===== src/rtl/cs_pkg.sv =====
// Shared constants and FSM state type for the CS frame sequencer.
package cs_pkg;

  localparam int XW            = 8;
  localparam int YW            = 10;
  localparam int WIN           = 9;
  localparam int CS_RST_CYCLES = 2;

  typedef enum logic [2:0] {
    IDLE,
    CLR,
    PRIME,
    STREAM,
    DRAIN,
    ERR
  } cs_seq_state_t;

endpackage


===== src/rtl/cs_seq_fifo.sv =====
// Synchronous prefetch FIFO with first-word fall-through read and flush.
module cs_seq_fifo #(
  parameter  int W     = 8,
  parameter  int DEPTH = 16,
  localparam int AW    = $clog2(DEPTH),
  localparam int CW    = AW + 1
) (
  input  logic          clk,
  input  logic          reset,
  input  logic          push,
  input  logic [W-1:0]  wdata,
  input  logic          pop,
  input  logic          flush,
  output logic [W-1:0]  rdata,
  output logic [CW-1:0] count,
  output logic          full,
  output logic          empty
);

  logic [W-1:0]  mem [DEPTH];
  logic [AW-1:0] wr_ptr;
  logic [AW-1:0] rd_ptr;
  logic          do_push;
  logic          do_pop;

  assign full    = (count == CW'(DEPTH));
  assign empty   = (count == '0);
  assign do_push = push && !full;
  assign do_pop  = pop && !empty;
  assign rdata   = mem[rd_ptr];

  always_ff @(posedge clk or posedge reset) begin
    if (reset) begin
      wr_ptr <= '0;
      rd_ptr <= '0;
      count  <= '0;
    end else if (flush) begin
      wr_ptr <= '0;
      rd_ptr <= '0;
      count  <= '0;
    end else begin
      if (do_push) wr_ptr <= wr_ptr + AW'(1);
      if (do_pop)  rd_ptr <= rd_ptr + AW'(1);
      count <= count + CW'(do_push) - CW'(do_pop);
    end
  end

  // Pointers wrap naturally because DEPTH is a power of two.
  always_ff @(posedge clk) begin
    if (do_push && !flush) mem[wr_ptr] <= wdata;
  end

endmodule


===== src/rtl/cs_seq.sv =====
// cs_seq: clears the CS window per frame and streams frame_len samples into it from a prefetch FIFO.
// Optional macro CS_SEQ_STATS_EN adds saturating frames_ok / underruns counters.
//
// state  | meaning
// IDLE   | waiting for start, FIFO prefetching
// CLR    | cs_reset held for CS_RST_CYCLES
// PRIME  | wait for a full FIFO or enough data for the rest of the frame
// STREAM | one sample per cycle into cs_x
// DRAIN  | wait LAT cycles for the last result, pulse done
// ERR    | underrun: flush FIFO, reset CS, back to IDLE
module cs_seq #(
  parameter int XW    = cs_pkg::XW,
  parameter int YW    = cs_pkg::YW,
  parameter int WIN   = cs_pkg::WIN,
  parameter int LAT   = 1,
  parameter int DEPTH = 16,
  parameter int LENW  = 16
) (
  input  logic            clk,
  input  logic            reset,
  input  logic            start,
  input  logic [LENW-1:0] frame_len,
  input  logic            s_valid,
  input  logic [XW-1:0]   s_data,
  output logic            s_ready,
  output logic            cs_reset,
  output logic [XW-1:0]   cs_x,
  input  logic [YW-1:0]   cs_y,
  output logic            m_valid,
  output logic [YW-1:0]   m_data,
  output logic [LENW-1:0] m_index,
  output logic            busy,
  output logic            done,
  output logic            underrun,
  output logic            cfg_err
`ifdef CS_SEQ_STATS_EN
  ,
  output logic [15:0]     frames_ok,
  output logic [15:0]     underruns
`endif
);
  import cs_pkg::*;

  localparam int CW = $clog2(DEPTH) + 1;
  localparam int TW = $clog2(LAT + CS_RST_CYCLES + 1);

  cs_seq_state_t   state;
  cs_seq_state_t   next_state;
  logic [TW-1:0]   cnt;
  logic [LENW-1:0] len;
  logic [LENW-1:0] issued;
  logic [CW-1:0]   count;
  logic [XW-1:0]   head;
  logic            full;
  logic            empty;
  logic            push;
  logic            pop;
  logic            flush;
  logic            accept;
  logic            enter_err;
  logic [LAT:0]    tag;

  cs_seq_fifo #(
    .W     (XW),
    .DEPTH (DEPTH)
  ) u_fifo (
    .clk   (clk),
    .reset (reset),
    .push  (push),
    .wdata (s_data),
    .pop   (pop),
    .flush (flush),
    .rdata (head),
    .count (count),
    .full  (full),
    .empty (empty)
  );

  // Ready comes from the registered count, so a push against a full FIFO is refused even if it pops.
  assign s_ready   = !reset && !full && (state != ERR);
  assign push      = s_valid && s_ready;
  assign busy      = (state != IDLE);
  assign m_valid   = tag[LAT];
  assign m_data    = m_valid ? cs_y : '0;
  assign enter_err = (state == STREAM) && (next_state == ERR);

  always_comb begin
    next_state = state;
    pop        = 1'b0;
    flush      = 1'b0;
    done       = 1'b0;
    cfg_err    = 1'b0;
    accept     = 1'b0;
    case (state)
      IDLE: begin
        if (start) begin
          if (frame_len >= LENW'(WIN)) begin
            accept     = 1'b1;
            next_state = CLR;
          end else begin
            cfg_err = 1'b1;
          end
        end
      end
      CLR: begin
        if (cnt == TW'(CS_RST_CYCLES - 1)) next_state = PRIME;
      end
      PRIME: begin
        if ((count == CW'(DEPTH)) || (LENW'(count) >= (len - issued))) next_state = STREAM;
      end
      STREAM: begin
        if (empty) begin
          next_state = ERR;
        end else begin
          pop = 1'b1;
          if ((issued + LENW'(1)) == len) next_state = DRAIN;
        end
      end
      DRAIN: begin
        if (cnt == TW'(LAT)) begin
          done       = 1'b1;
          next_state = IDLE;
        end
      end
      ERR: begin
        flush = 1'b1;
        if (cnt == TW'(CS_RST_CYCLES - 1)) next_state = IDLE;
      end
      default: next_state = IDLE;
    endcase
  end

  always_ff @(posedge clk or posedge reset) begin
    if (reset) begin
      state    <= IDLE;
      cnt      <= '0;
      len      <= '0;
      issued   <= '0;
      cs_x     <= '0;
      cs_reset <= 1'b1;
      tag      <= '0;
      m_index  <= '0;
      underrun <= 1'b0;
    end else begin
      state    <= next_state;
      cnt      <= (next_state != state) ? '0 : cnt + TW'(1);
      cs_reset <= (next_state == CLR) || (next_state == ERR);
      cs_x     <= pop ? head : '0;
      // tag[0] is aligned with cs_x; LAT further stages line it up with cs_y.
      tag      <= {tag[LAT-1:0], pop && (issued >= LENW'(WIN - 1))};
      if (accept) begin
        len    <= frame_len;
        issued <= '0;
      end else if (pop) begin
        issued <= issued + LENW'(1);
      end
      if (accept)       m_index <= '0;
      else if (m_valid) m_index <= m_index + LENW'(1);
      if (accept)         underrun <= 1'b0;
      else if (enter_err) underrun <= 1'b1;
    end
  end

`ifdef CS_SEQ_STATS_EN
  always_ff @(posedge clk or posedge reset) begin
    if (reset) begin
      frames_ok <= '0;
      underruns <= '0;
    end else begin
      if (done && (frames_ok != 16'hFFFF))      frames_ok <= frames_ok + 16'd1;
      if (enter_err && (underruns != 16'hFFFF)) underruns <= underruns + 16'd1;
    end
  end
`endif

endmodule

===== config.mk =====
export PLATFORM = sky130hd
export DESIGN_NAME = cs_seq
export DESIGN_NICKNAME = d
export VERILOG_FILES = /design/src/rtl/cs_pkg.sv /design/src/rtl/cs_seq_fifo.sv /design/src/rtl/cs_seq.sv
export SDC_FILE = /design/constraint.sdc
export NUM_CORES = 1
export LEC_CHECK = 0
export CAP_MARGIN = 0
export CORE_ASPECT_RATIO = 0.75
export CORE_MARGIN = 1.5
export CORE_UTILIZATION = 53
export DETAILED_ROUTE_END_ITERATION = 10
export GPL_ROUTABILITY_DRIVEN = 0
export GPL_TIMING_DRIVEN = 1
export PLACE_DENSITY = 0.87
export SLEW_MARGIN = 20
export SYNTH_ARGS = -nofsm -noshare
export SYNTH_HDL_FRONTEND = slang
export SYNTH_HIERARCHICAL = 1
export SYNTH_SLANG_ARGS = --single-unit

===== constraint.sdc =====
create_clock -name clk -period 3.6 [get_ports clk]
set_clock_uncertainty 0.2 [all_clocks]
set_input_delay 0.54 -clock clk [delete_from_list [all_inputs] [get_ports clk]]
set_output_delay 0.54 -clock clk [all_outputs]
set_load 0.005 [all_outputs]

==> metrics.md, run 1 <==
| Metric | Value |
|---|---|
| Hold Path Stages | 0 |
| Distinct cell type count after synthesis | between 70 and 80 |
| CP top delay family | adder cells |
| R2R cell count | 18 |
| Crit path max fanout | 5 |
| # rows | 43 |
| Die X | 164 µm |
| Routed WL | 24100 µm |
| Die ar. | between 20000 and 25000 µm² |
| CTS tree | yes |
| # clock sinks | 206 |
| Pwr/cell area | around 770 nW/µm² |
| Synth Area in Adders | ~4.8% |
| Final layout net count | 1025 |
| Crit path top cell by count | inv_1 |
| Vias | between 7000 and 8000 |
| H-tree depth | 1 |
| Mapped Cells | 860 |
| Net Switching | between 3 and 4 mW |
| FFs w/ async S/R, synth | 37.9% |
| Post-DP HPWL | between 15000 and 20000 µm |
| Setup Slack @ Placement | approximately 54 ps |
| Final Hold Fails | 0 |
| Clock buffer depth | 3 |
| Initial antenna violation count | 1 |
| Ranking of synthesized cells by area | edfxtp_1, dfrtp_1, ha_1 |
| Root buffer cell | clkbuf_16 |
| Yosys top cell by area | edfxtp_1 |
| Leakage dissipation | around 4.8 nW |
| Stages on worst setup path | 18 |
| EDFF count, synth | between 100 and 150 |
| Peak supply drop | around 520 µV |
| CP Cell Sequence | inv_1 > ha_1 > or4b_4 > inv_4 > inv_1 > nand3_1 > inv_1 > nand2_1 > inv_1 > ha_1 > inv_1 > ha_1 > inv_1 > fa_2 > nor2b_2 > o21bai_1 > a21oi_1 > nor3b_2 |
| Inserted Diodes | 0 |
| Wire per inst | between 15 and 20 µm |
| Post-layout util | around 65% |
| Buffers & Inverters on Critical Path | 7 |
| Power share of the clock group | a little under a quarter |
| Register area share after synthesis | 56.4% |
| Post-route design area | around 12000 µm² |
| Overall power | approximately 9.4 mW |
| Final slew viol count | 0 |
| Endpoint class of the critical path | register |
| Clk pin slew, worst setup/hold paths | around 60 ps |
| Avg Inst Size Synth | 11.9 µm² |
| Remaining global-route overflow | 0 |
| Final setup viols | 0 |
| Drt initial violations | approximately 780 |
| Largest stage delay on the critical path | 530 ps |
| Fin crit period | between 3000 and 4000 ps |
| Largest family of logic cells by synthesized area | simple AND/OR/NAND/NOR gates |
| Seq pwr share | 35.1% |
| #FFs+latches synth | about 200 |
| Share of layout cells above drive strength 1 | ~12% |
| Critical Path RT | roughly 3800 ps |
| Hold slack | between 150 and 200 ps |
| Simple-gate share of the synthesized area | around 14% |
| Chip height | roughly 120 µm |
| Post-synthesis mux area share | just over 7% |
| Skew-Pair Late Insertion Delay | around 500 ps |
| Footprint of the multi-input gates | 4120 µm² |
| Critical Path AT | around 3600 ps |
| Final cell count without fillers | around 1200 |
| Internal | between 5 and 6 mW |
| Crit path kind | reg -> reg |
| Mapped Area | 10300 µm² |
| Status | completed |
| Max Clock Freq | about 290 MHz |
| Syn_nets | 936 |
| Sequential cell area | slightly below 6000 µm² |
| Synth cell count leaders | edfxtp_1, nand2_1, dfrtp_1 |
| Xor and xnor area share after synthesis | under 10% |
| Pin count of the biggest net entering global routing | 52 |
| Vias in the first global route | ~7000 |
| Switching share of total power | between 30 and 40% |
| Yosys warns | 6 |
| Fill count | 1359 |
| # DRC | 0 |
| Inserted Clock Buffers | 21 |
| Initial core utilization | about 55% |
| I/O Buffers | 78 |
| # IOs | between 70 and 80 |
| Maxcap violations | 0 |
| Slew @ Worst Pin | around 900 ps |
| GRT Total Usage | around a quarter |
| Slowest-stage cell, CP | or4b_4 |
| Count leader, synth | edfxtp_1 |
| Startpoint types | register |
| Worst Hold Class | reg -> reg |
| Placed insts | around 1200 |
| Min setup slack post-route | 142 ps |
| Core area | 18700 µm² |
| First-pass GRT wire length | 37400 µm |
| Synth top area share | 37.4% |
| Period utilization | between 90% and 100% |
| Logic pwr share | a little over two fifths |
| Slew HR | a little under 40% |
| Area Growth Syn to Fin | 17.7% |
| First-pass iteration count of the detailed router | 5 |
| Compound-Gate Fraction of Synth Area | under 10% |
| Avg Vias per Cell | 6.00 |
| Fin Setup TNS | 0 ps |
| Post-DRT Antenna Nets | 0 |
| Placed Instance Area | 11400 µm² |
| Main flop type after synthesis | edfxtp_1 |
registers in the layout (all words and copies together), names as in the netlist, 3 cells and up:
signal         flops
cs_x               8
u_fifo/rd_ptr      4
u_fifo/wr_ptr      4
issued            16
m_index           16
state              3
len               16
u_fifo/count       5
u_fifo/mem       128
per-layer routing:
layer / track usage (%) / vias up / share of wire, %
met5: 0 / - / 0
met4: 6.59 / 0 / 1.9
met3: 4.70 / 34 / 8.2
met2: 39.6 / 330 / 47
met1: 33.5 / 3589 / 43
li1: - / 3312 / -
worst paths after layout:
kind,from,end,slack [ps]
worst max-delay path,u_fifo/count[3],u_fifo/count[4],140
worst min-delay path,tag[0],tag[1],160
worst max register to register,u_fifo/count[3],u_fifo/count[4],140
worst min register to register,tag[0],tag[1],160
max in group asynchronous,reset,cs_reset,2510
min in group asynchronous,reset,len[0],250
power by group through the flow:
stage | clock network [mW] | logic [mW] | registers [mW]
after floorplan | 0 | 2.87 | 3.14
after global placement | 0 | 3.64 | 3.30
after detailed placement | 0 | 3.77 | 3.32
after CTS | 2.19 | 3.82 | 3.28
after global routing | 2.29 | 4.29 | 3.33
final | 2.16 | 3.92 | 3.29
layout make-up:
| type | count | area share, % |
|---|---|---|
| clock buffer | 27 | 4.61 |
| clock inverter | 11 | 1.00 |
| inverter | 43 | 1.35 |
| multi-input combinational | 569 | 34.0 |
| sequential | 206 | 47.9 |
| tap | 247 | 2.55 |
| timing repair buffer | 108 | 8.52 |
cells in the final DEF, fill, tap and decap left out, drive strengths merged, types with 30 or more instances in the layout:
cell,count
edfxtp,128
inv,45
a21oi,32
ha,36
clkdlybuf4s50,78
o21ai,34
nor2,68
nand2,80
dfrtp,77
buf,30
worst register-to-register path, stage by stage, from the launching register on:
cell	delay, ps
dfrtp_1	410
inv_1	110
ha_1	190
or4b_4	530
inv_4	110
inv_1	70
nand3_1	100
inv_1	70
nand2_1	100
inv_1	60
ha_1	280
inv_1	60
ha_1	160
inv_1	60
fa_2	350
nor2b_2	160
o21bai_1	100
a21oi_1	180
nor3b_2	60
timing repair:
action,in CTS,in global routing
setup buffers,0,3
setup endpoints to repair,0,1
resized for setup,0,4
hold buffers,0,0
cell families (layout without fill, tap and decap cells):
logic type      after synthesis  after routing
simple gates                289            289
xor+xnor                     53             53
buf+inv                      85            189
compound gates              138            138
flops                       206            206
fa+ha+maj                    38             38
mux                          51             51
No activity file was read; power rests on OpenSTA's default activity.
==> inputs of run 2 (changes only) <==
SLEW_MARGIN = unset   (was 20)
SYNTH_HIERARCHICAL = unset   (was 1)
==> metrics.md, run 2 <==
| Metric | Value |
|---|---|
| Status | completed |
| Largest family of logic cells by synthesized area | simple AND/OR/NAND/NOR gates |
| Clk pin slew, worst setup/hold paths | 70 ps (about the same) |
| H-tree depth | 1 (unchanged) |
| Yosys top cell by area | edfxtp_1 |
| Area Growth Syn to Fin | 18.8% |
| #FFs+latches synth | 206 (unchanged) |
| Final cell count without fillers | 1131 (-6.6%) |
| Avg Vias per Cell | 6.35 (+5.8%) |
| Hold-fix buffers, CTS | 0 (unchanged) |
| Power share of the clock group | 25.1% (+2.1 points) |
| RSZ-0062 raised after global routing | no |
| Final layout net count | 944 (-7.9%) |
| Startpoint types | register |
| Synth cell count leaders | edfxtp_1, dfrtp_1, nor2_1 |
| Post-layout util | 64.9% (+0.28 points) |
| Final setup viols | 0 (unchanged) |
| Clock buffer depth | 3 (unchanged) |
| Compound-Gate Fraction of Synth Area | 8.00% (-0.96 points) |
| Internal | 6.11 mW (+3.4%) |
| FFs w/ async S/R, synth | 37.9% (unchanged) |
| Ranking of synthesized cells by area | edfxtp_1, dfrtp_1, mux4_2 |
| Peak supply drop | 434 µV (-17%) |
| Final slew viol count | 0 (unchanged) |
| Max Clock Freq | 297 MHz (+2.8%) |
| Vias | 7181 (-1.2%) |
| Skew-Pair Late Insertion Delay | 510 ps (about the same) |
| # DRC | 0 (unchanged) |
| Register area share after synthesis | 57.0% (+0.60 points) |
| Synth Area in Adders | 4.82% (+0.051 points) |
| R2r setup slk | 240 ps (+100 ps) |
| Count leader, synth | edfxtp_1 |
| Fill count | 1273 (-6.3%) |
| Die ar. | 20000 µm² (-1.0%) |
| Period utilization | 93.4% (-2.6 points) |
| CTS tree | yes |
| Hold slack | 153 ps (-9.33 ps) |
| Initial antenna violation count | 1 (unchanged) |
| Overall power | 9.45 mW (+0.83%) |
| Largest register by flop count | u_fifo.mem |
| Leakage dissipation | 4.54 nW (-4.5%) |
| Post-CTS resize count | 0 (unchanged) |
| Most common cell after layout, fill and taps aside | edfxtp_1 |
| Post-CTS Setup Repair Bufs | 0 (unchanged) |
| Yosys warns | 0 (-6) |
| Maxcap violations | 0 (unchanged) |
| Vias in the first global route | 6940 (-0.66%) |
| Simple-gate share of the synthesized area | 11.7% (-2.8 points) |
| Logic pwr share | 40.1% (-1.8 points) |
| Pin count of the biggest net entering global routing | 51 (-1.9%) |
| GRT Total Usage | 25.7% (+1.4 points) |
| # IOs | 79 (unchanged) |
| First-pass GRT wire length | 38900 µm (+4.0%) |
| Remaining global-route overflow | 0 (unchanged) |
| Post-synthesis mux area share | 11.1% (+4.0 points) |
| Worst Hold Class | reg -> reg |
| Endpoint class of the critical path | register |
| Placed insts | 1091 (-6.8%) |
| Fin Setup TNS | 0 ps (unchanged) |
| Chip height | 123 µm (-0.52%) |
| Post-DRT Antenna Nets | 0 (unchanged) |
| Distinct cell type count after synthesis | 79 (+9.7%) |
| Die X | 163 µm (-0.52%) |
| Routed WL | 25000 µm (+3.4%) |
| Net Switching | 3.34 mW (-3.6%) |
| # clock sinks | 206 (unchanged) |
| Mapped Cells | 774 (-10%) |
| First-pass iteration count of the detailed router | 6 (+1) |
| Synth top area share | 37.8% (+0.40 points) |
| Inserted Clock Buffers | 22 (+4.8%) |
| Share of layout cells above drive strength 1 | 15.3% (+2.8 points) |
| Switching share of total power | 35.3% (-1.6 points) |
| Slew HR | 54.5% (+15 points) |
| Largest register FFs | 128 (unchanged) |
| Avg Inst Size Synth | 13.1 µm² (+9.9%) |
| Fin crit period | 3360 ps (-95.1 ps) |
| Most frequent cells in the layout | edfxtp_1, clkdlybuf4s50_1, dfrtp_1 |
| Inserted Diodes | 0 (unchanged) |
| Crit path kind | reg -> reg |
| Xor and xnor area share after synthesis | 4.16% (-0.43 points) |
| Post-DP HPWL | 15900 µm (-1.6%) |
| Seq pwr share | 34.8% (-0.3 points) |
| I/O Buffers | 78 (unchanged) |
| Slew @ Worst Pin | 680 ps (-232 ps) |
| Mapped Area | 10200 µm² (-1.1%) |
| EDFF count, synth | 128 (unchanged) |
| Crit path max fanout | 5 (unchanged) |
| Initial core utilization | 54.6% (-0.27 points) |
| Final Hold Fails | 0 (unchanged) |
| # rows | 43 (unchanged) |
| Syn_nets | 850 (-9.2%) |
| Pwr/cell area | 782 nW/µm² (+0.98%) |
| Root buffer cell | clkbuf_16 |
| Main flop type after synthesis | edfxtp_1 |
| Core area | 18600 µm² (-0.57%) |
| Drt initial violations | 1274 (+63%) |
| Critical Path RT | 3850 ps (+70 ps) |
| Critical Path AT | 3610 ps (-30 ps) |
| Wire per inst | 22.1 µm (+11%) |
==> run 2: path summary, 6_finish.rpt <==
check,start,to,cells after the start
worst min-delay path,tag[0],tag[1],0
min in group asynchronous,reset,u_fifo.wr_ptr[0],2
max in group asynchronous,reset,cs_x[7],3
worst max-delay path,issued[1],cs_reset,13
worst max register to register,issued[1],cs_reset,13
worst min register to register,tag[0],tag[1],0
==> run 2: worst max-delay path: stages (launching register included) <==
cell and delay (ps):
dfrtp_1 480, inv_1 170, fa_1 480, a21o_2 210, a21oi_1 170, xor2_1 90, ha_1 290, o211ai_1 80
o21ai_0 180, o211ai_1 120, nor4_1 270, o211ai_1 150, or2_1 260, a21oi_2 140
==> run 2: cell type report <==
class	instances	area [µm²]	area share, %
clock buffers	30	602	4.98
clock inverters	10	151	1.25
inverters	40	151	1.25
multi-input cells	492	4050	33.5
flip-flops and latches	206	5800	48.0
well taps	247	309	2.56
repair buffers	106	1020	8.41
==> run 2: per-stage QoR <==
stage               cell area, µm²  setup WS [ps]
CTS                          12100            260
finish                       12100            237
detailed placement           11300            277
floorplan                    10200            150
global placement             11300            403
global route                 12100           60.8
==> run 2: metal layers <==
metal	global-route usage, %	share of wire (%)
met1	36.6	41
met2	39.3	44
met3	5.30	11
met4	9.52	3.8
met5	0	0.060
==> run 2: logic make-up after synthesis <==
| logic type | count (synthesis) |
|---|---|
| DFF | 206 |
| adders and majority gates | 38 |
| AOI/OAI and AO/OA | 127 |
| xor gates and xnor gates | 45 |
| buffers and inverters | 76 |
| muxes | 61 |
| and+or+nand+nor | 221 |
==> run 2: power by group through the flow <==
stage | sequential (mW) | combinational, mW | clock [mW]
floorplan | 3.09 | 2.80 | 0
global placement | 3.29 | 3.46 | 0
detailed placement | 3.31 | 3.60 | 0
CTS | 3.28 | 3.72 | 2.39
global route | 3.33 | 4.10 | 2.48
finish | 3.29 | 3.79 | 2.37
